$ cat src/rtl/pos_drain_if.sv
// pos_drain_if: capture-side and beat-stream signals between the register file, pos_drain and the descriptor/NMS stage.
interface pos_drain_if #(
    parameter int ADDR_W = 15,
    parameter int N_POS  = 16,
    parameter int CNT_W  = 5
);
    localparam int IDX_W = $clog2(N_POS);
    logic                    start;
    logic [N_POS*ADDR_W-1:0] position;
    logic [N_POS-1:0]        matMask;
    logic                    posReaden;
    logic [ADDR_W-1:0]       outAddr;
    logic [IDX_W-1:0]        outIdx;
    logic                    outValid;
    logic                    outReady;
    logic                    busy;
    logic                    done;
    logic [CNT_W-1:0]        cornerCnt;
    modport master (
        output start, position, matMask, outReady,
        input  posReaden, outAddr, outIdx, outValid, busy, done, cornerCnt
    );
    modport slave (
        input  start, position, matMask, outReady,
        output posReaden, outAddr, outIdx, outValid, busy, done, cornerCnt
    );
endinterface

$ cat src/rtl/pos_drain.sv
// pos_drain: snapshots the position register file and streams matched corner addresses, lowest index first.
module pos_drain #(
    parameter int ADDR_W = 15,
    parameter int N_POS  = 16,
    parameter int CNT_W  = 5
) (
    input logic          clk,
    input logic          rst,
    pos_drain_if.slave   bus
);
    localparam int IDX_W = $clog2(N_POS);
    typedef enum logic [1:0] {IDLE, REQ, DRAIN, DONE} state_t;
    state_t            state, next;
    logic [ADDR_W-1:0] ent [N_POS];
    logic [N_POS-1:0]  rem, rem_next;
    logic [IDX_W-1:0]  sel;
    logic [CNT_W-1:0]  cnt;
    logic              pos_en, valid, fire;
    // Priority encoder: lowest remaining matched entry wins.
    always_comb begin
        sel = '0;
        for (int i = N_POS - 1; i >= 0; i--)
            if (rem[i]) sel = IDX_W'(i);
    end
    assign valid    = (state == DRAIN) && (|rem);
    assign fire     = valid & bus.outReady;
    assign rem_next = fire ? rem & ~(N_POS'(1) << sel) : rem;
    always_ff @(posedge clk)
        if (rst) state <= IDLE;
        else     state <= next;
    always_comb begin
        next = state;
        case (state)
            IDLE:    next = bus.start ? REQ : IDLE;
            REQ:     next = DRAIN;
            DRAIN:   next = (|rem_next) ? DRAIN : DONE;
            default: next = IDLE;
        endcase
    end
    always_ff @(posedge clk) begin
        if (rst) begin
            pos_en <= 1'b0;
            rem    <= '0;
            cnt    <= '0;
            for (int i = 0; i < N_POS; i++) ent[i] <= '0;
        end else begin
            pos_en <= (next == REQ);
            if (state == REQ) begin
                rem <= bus.matMask;
                cnt <= '0;
                for (int i = 0; i < N_POS; i++)
                    ent[i] <= bus.position[N_POS*ADDR_W-1-ADDR_W*i -: ADDR_W];
            end else if (fire) begin
                rem <= rem_next;
                cnt <= cnt + CNT_W'(1);
            end
        end
    end
    assign bus.posReaden = pos_en;
    assign bus.outValid  = valid;
    assign bus.outIdx    = valid ? sel : '0;
    assign bus.outAddr   = valid ? ent[sel] : '0;
    assign bus.busy      = (state != IDLE);
    assign bus.done      = (state == DONE);
    assign bus.cornerCnt = cnt;
endmodule

$ cat src/flat_wrapper.sv
// flat-port wrapper written by rule: the top's interface ports become plain ports
module pos_drain_flat 
#(
    parameter int ADDR_W = 15,
    parameter int N_POS  = 16,
    parameter int CNT_W  = 5
)
  (clk, rst, bus_start, bus_position, bus_matMask, bus_outReady, bus_posReaden, bus_outAddr, bus_outIdx, bus_outValid, bus_busy, bus_done, bus_cornerCnt);
  pos_drain_if #(.ADDR_W(ADDR_W), .N_POS(N_POS), .CNT_W(CNT_W)) bus_i ();
  input logic clk;
  input logic rst;
  input wire logic [$bits(bus_i.start)-1:0] bus_start;
  input wire logic [$bits(bus_i.position)-1:0] bus_position;
  input wire logic [$bits(bus_i.matMask)-1:0] bus_matMask;
  input wire logic [$bits(bus_i.outReady)-1:0] bus_outReady;
  output wire logic [$bits(bus_i.posReaden)-1:0] bus_posReaden;
  output wire logic [$bits(bus_i.outAddr)-1:0] bus_outAddr;
  output wire logic [$bits(bus_i.outIdx)-1:0] bus_outIdx;
  output wire logic [$bits(bus_i.outValid)-1:0] bus_outValid;
  output wire logic [$bits(bus_i.busy)-1:0] bus_busy;
  output wire logic [$bits(bus_i.done)-1:0] bus_done;
  output wire logic [$bits(bus_i.cornerCnt)-1:0] bus_cornerCnt;
  assign bus_i.start = bus_start;
  assign bus_i.position = bus_position;
  assign bus_i.matMask = bus_matMask;
  assign bus_i.outReady = bus_outReady;
  assign bus_posReaden = bus_i.posReaden;
  assign bus_outAddr = bus_i.outAddr;
  assign bus_outIdx = bus_i.outIdx;
  assign bus_outValid = bus_i.outValid;
  assign bus_busy = bus_i.busy;
  assign bus_done = bus_i.done;
  assign bus_cornerCnt = bus_i.cornerCnt;
  pos_drain #(.ADDR_W(ADDR_W), .N_POS(N_POS), .CNT_W(CNT_W)) u_core (.clk(clk), .rst(rst), .bus(bus_i));
endmodule
$ cat config.mk
export PLATFORM = sky130hd
export DESIGN_NAME = pos_drain_flat
export DESIGN_NICKNAME = d
export VERILOG_FILES = /design/src/rtl/pos_drain_if.sv /design/src/rtl/pos_drain.sv /design/src/flat_wrapper.sv
export SDC_FILE = /design/constraint.sdc
export NUM_CORES = 1
export LEC_CHECK = 0
export BUFFER_PORTS_ARGS = -buffer_cell sky130_fd_sc_hd__buf_2
export CORE_UTILIZATION = 43
export DETAILED_ROUTE_END_ITERATION = 10
export MAX_ROUTING_LAYER = met4
export PLACE_DENSITY = 0.66
export RECOVER_POWER = 100
export SYNTH_ARGS = -nofsm -noshare
export SYNTH_HDL_FRONTEND = slang
export SYNTH_SLANG_ARGS = --single-unit
$ cat constraint.sdc
create_clock -name clk -period 9.6 [get_ports clk]
set_clock_uncertainty 0.1 [all_clocks]
set_input_delay 0.48 -clock clk [delete_from_list [all_inputs] [get_ports clk]]
set_output_delay 0.48 -clock clk [all_outputs]
set_load 0.005 [all_outputs]
Word-level counts from Yosys, hierarchy flattened
Memory sizes are Yosys's and may differ from the RTL's.
Index checks and enable logic that the tools add are counted.
{"block": "word_totals", "ff_bits": 24, "memories": 1, "ramBits": 240}
{"block": "classes", "add_sub_neg": 1, "eq_ne": 4, "bitwise": 19, "n_reduce_logical": 7, "muxes": 45, "shift": 1}
{"name": "u_core.ent", "depth": 16, "word_bits": 15, "read_ports": 1, "rd_ports_with_merged_regs": 0, "write_ports": 16, "line": "pos_drain.sv:14", "source": "logic [ADDR_W-1:0] ent [N_POS];"}
{"op": "15-bit 2-to-1 mux", "count": 17}
{"op": "4-bit 2-to-1 mux", "count": 17}
{"op": "16-bit 2-to-1 mux", "count": 3}
{"op": "16-bit OR reduction", "count": 2}
{"op": "16-bit bitwise AND", "count": 1}
{"op": "16-bit inverter", "count": 1}
{"op": "1-bit bitwise OR", "count": 16}
{"op": "1-bit by 4-bit << shifter with 16-bit output (first input constant)", "count": 1}
{"op": "1-bit 2-to-1 mux", "count": 7}
{"op": "2-bit one-hot mux with 3 select lines", "count": 1}
{"op": "5-bit by 1-bit adder with 5-bit output (second input constant)", "count": 1}
{"op": "2-bit by 1-bit equality test with 1-bit output (second input constant)", "count": 2}
{"op": "2-bit equality test (second input constant)", "count": 2}
{"op": "2-bit nonzero test", "count": 2}
{"op": "2-bit logical NOT", "count": 1}
{"op": "2-bit OR reduction", "count": 1}
{"op": "1-bit bitwise AND", "count": 1}
{"op": "1-bit logical AND", "count": 1}

Logic depth before layout (Yosys ltp)
{"block": "logic_depth", "depth_word": 24, "depth_mapped": 10, "mapped_depth_nobuf": 9}

Worst setup path before layout
OpenSTA, ideal clock, no wires.
{"block": "synth_timing", "path_kind": "input-to-reg", "from": "in rst", "to": "mem u_core.ent[0][0], enable pin", "setup_ns": 0.695, "slack_ns": 1.329, "required_ns": 8.805, "arrival_time_ns": 7.475, "path_buffers": 2, "path_stages": 3, "cell_sequence": "clkbuf_1 or2_2 clkbuf_1"}
{"element": "start, declared", "line": "flat_wrapper.sv:11", "source": "input logic rst;"}
{"element": "end, declared", "line": "pos_drain.sv:14"}

==> qor.yml <==
global_route:
  track_usage_pct: 25.1
  grt_max_degree: 151
  grt_pass1_wl_um: 51600
  first_global_vias: 8377
  antenna_found_initial: 4
  grt_remaining_overflow: 0
timing:
  fin_crit_sh_pct: 66.9
  tightest_slew_ns: 4.50
  setup_tns_ns: 0
  clock.fmax_mhz: 156
  rsz0062_at_grt: "no"
  setup_violations: 0
  finalCriticalPeriod_ns: 6.42
  drv_slew: 383
  final-hold-violation-count: 0
  slew_headroom_pct: -200
worst_hold_path:
  hold_depth: 3
  worstHoldPathType: "in2reg"
cts:
  path_clk_slew_ns: 0.06
  clk_latency_ns: 0.56
  clk_path_buf_depth: 3
  hold_buffers: 0
  clkSinkCount: 264
  cts_tree: "yes"
  cts_buffers: 28
  htreeDepth: 1
  cts_resized: 0
  cts-root-buf: "clkbuf_16"
  post_cts_buffers: 0
pwr:
  swShare_pct: 30.0
  pwr-share-comb_pct: 20.2
  p_leak_nw: 5.59
  power_frac_seq_pct: 46.2
  powerDensity_mw_per_mm2: 219
  ir_drop_v: 0.000117
  p_clk_share_pct: 33.6
  p_sw_uw: 961
  intPower_mw: 2.24
route:
  dr.pass1.iters: 7
  vias: 8782
  drcViolationCount: 0
  drt_iter0_drc: 884
  detail-route-antenna-nets: 0
  vias_per_cell: 5.39
  routedWlPerCell_um: 21.8
  routed_wl_um: 35500
floorplan:
  die_h_um: 169
  ios: 288
  core-area_sq_mm: 0.0273
  num_rows: 60
  die_x_um: 169
  start_util_pct: 44.3
  dieArea_sq_mm: 0.0287
synthesis:
  synth_commonest_cells: "240 x edfxtp_1, 151 x and2_1, 95 x nor2b_1"
  yosys.area.top_type: "edfxtp_1"
  netlist_area_sq_mm: 0.0121
  synth_most_common_cell: "edfxtp_1"
  synthCells: 968
  ys.flop_type: "edfxtp_1"
  ys_async_sr_fraction_pct: 0
  ys_warn_count: 0
  ys_seq_area_share_pct: 63.7
  synth-edff-count: 240
  yosys-top-cells-area: "edfxtp_1 60%, and2_1 7.8%, nor2b_1 4.9%"
  synth_top_area_share_pct: 59.7
  ys_types: 51
  syn_avg_cell_area_sq_um: 12.5
  synth-seq-cells: 264
  synth_nets: 1233
critical_path:
  r2r_cells: 6
  worstPathArrival_ns: 6.47
  required_ns: 9.65
  critical_path.max_fanout: 73
  endpoint_kind: "flop"
  critPathKind: "reg2reg"
  critical_path.startpoint_type: "flop"
flow_run:
  max_cap_viol_count: 5
finish:
  fin_area_sq_mm: 0.0147
  fin_nets: 1495
  area_delta_synth_final_pct: 21.5
  layout-drive-gt1-share_pct: 26.8
placed_design:
  place_area_sq_mm: 0.0138
  portBuffers: 287
  routabilityCongestion: 0.896
  dpl.hpwl_um: 25300
run_status:
  violations: "max-capacitance violations, max-slew violations"
  outcome: "finished with violations"
[state kept, by name, indices dropped and copies added (netlist names)]
signal / cells
u_core.ent: 240
u_core.bus.posReaden: 1
u_core.state: 2
u_core.rem: 16
u_core.bus.cornerCnt: 5
[layout by cell type, fill, tap and decap left out, types with 16 or more instances in the layout]
master and instances:
edfxtp_1 240, nor2_1 31, clkbuf_1 22, buf_2 269, dfxtp_1 24, and2_0 111
o22ai_1 16, a31oi_1 31, clkbuf_16 28, o221ai_1 60, a21oi_1 32, nand2_1 80
and2_1 40, nor2b_1 95, or4_1 16, mux2i_1 31
[area by class of cell]
class                   instances  area (sq um)
fillers                      2383         12600
clock buffers                  31           712
inverters                       9          33.8
clock inverters                21           195
diodes                          4          10.0
multi-input cells             626          4050
flip-flops and latches        264          7690
repair buffers                301          1510
well taps                     372           465
[critical path: stages (launching register included)]
cell and delay, ns:
dfxtp_1 0.32, inv_1 0.07, ha_1 0.13, clkbuf_1 0.78, or2_0 2.25, buf_4 0.81
clkbuf_2 1.44
[power by group through the flow]
stage                     logic [mW]  clock network, mW  registers (mW)
after global placement         0.646                  0            1.50
after detailed placement       0.656                  0            1.50
after CTS                      0.658               1.09            1.48
after global routing           0.702               1.13            1.49
after floorplan                0.425                  0            1.51
final                          0.647               1.08            1.48
[layer usage]
metal	global-route usage [%]	vias to the layer above	part of all wire [%]
li1	-	4125	-
met4	7.09	0	2.5
met2	37.5	364	46
met5	-	-	0
met1	36.0	4230	45
met3	3.10	63	6.3
[logic make-up after synthesis]
kind of cell,share of synthesized area [%]
flip-flops,63.7
AO/OA/AOI/OAI,10.5
adder cells (fa/ha/maj),0.612
multiplexers,2.57
AND/OR/NAND/NOR,19.6
XOR/XNOR,0.290
buffers and inverters,2.72
[final timing paths]
check / from / endpoint / slack (ns)
worst min-delay path: bus_matMask[0] / u_core.rem[0] / 0.08
worst min register to register: u_core.bus.cornerCnt[4] / u_core.bus.cornerCnt[4] / 0.43
worst max-delay path: u_core.state[1] / u_core.ent[8][8] / 3.18
worst max register to register: u_core.state[1] / u_core.ent[8][8] / 3.18
[per-stage QoR]
step           power [mW]  std cells  util, %  setup slack (ns)  hold WS (ns)
5_1_grt              3.33       1628     53.8              2.54        0.0754
2_1_floorplan        1.93        968        -              1.33         0.402
6_report             3.20       1628     53.8              3.18        0.0751
3_3_place_gp         2.15       1572     50.7              5.62         0.394
3_5_place_dp         2.16       1572     50.7              5.60         0.416
4_1_cts              3.22       1624     54.0              5.04        0.0545
Power figures use the tool's default switching activity.
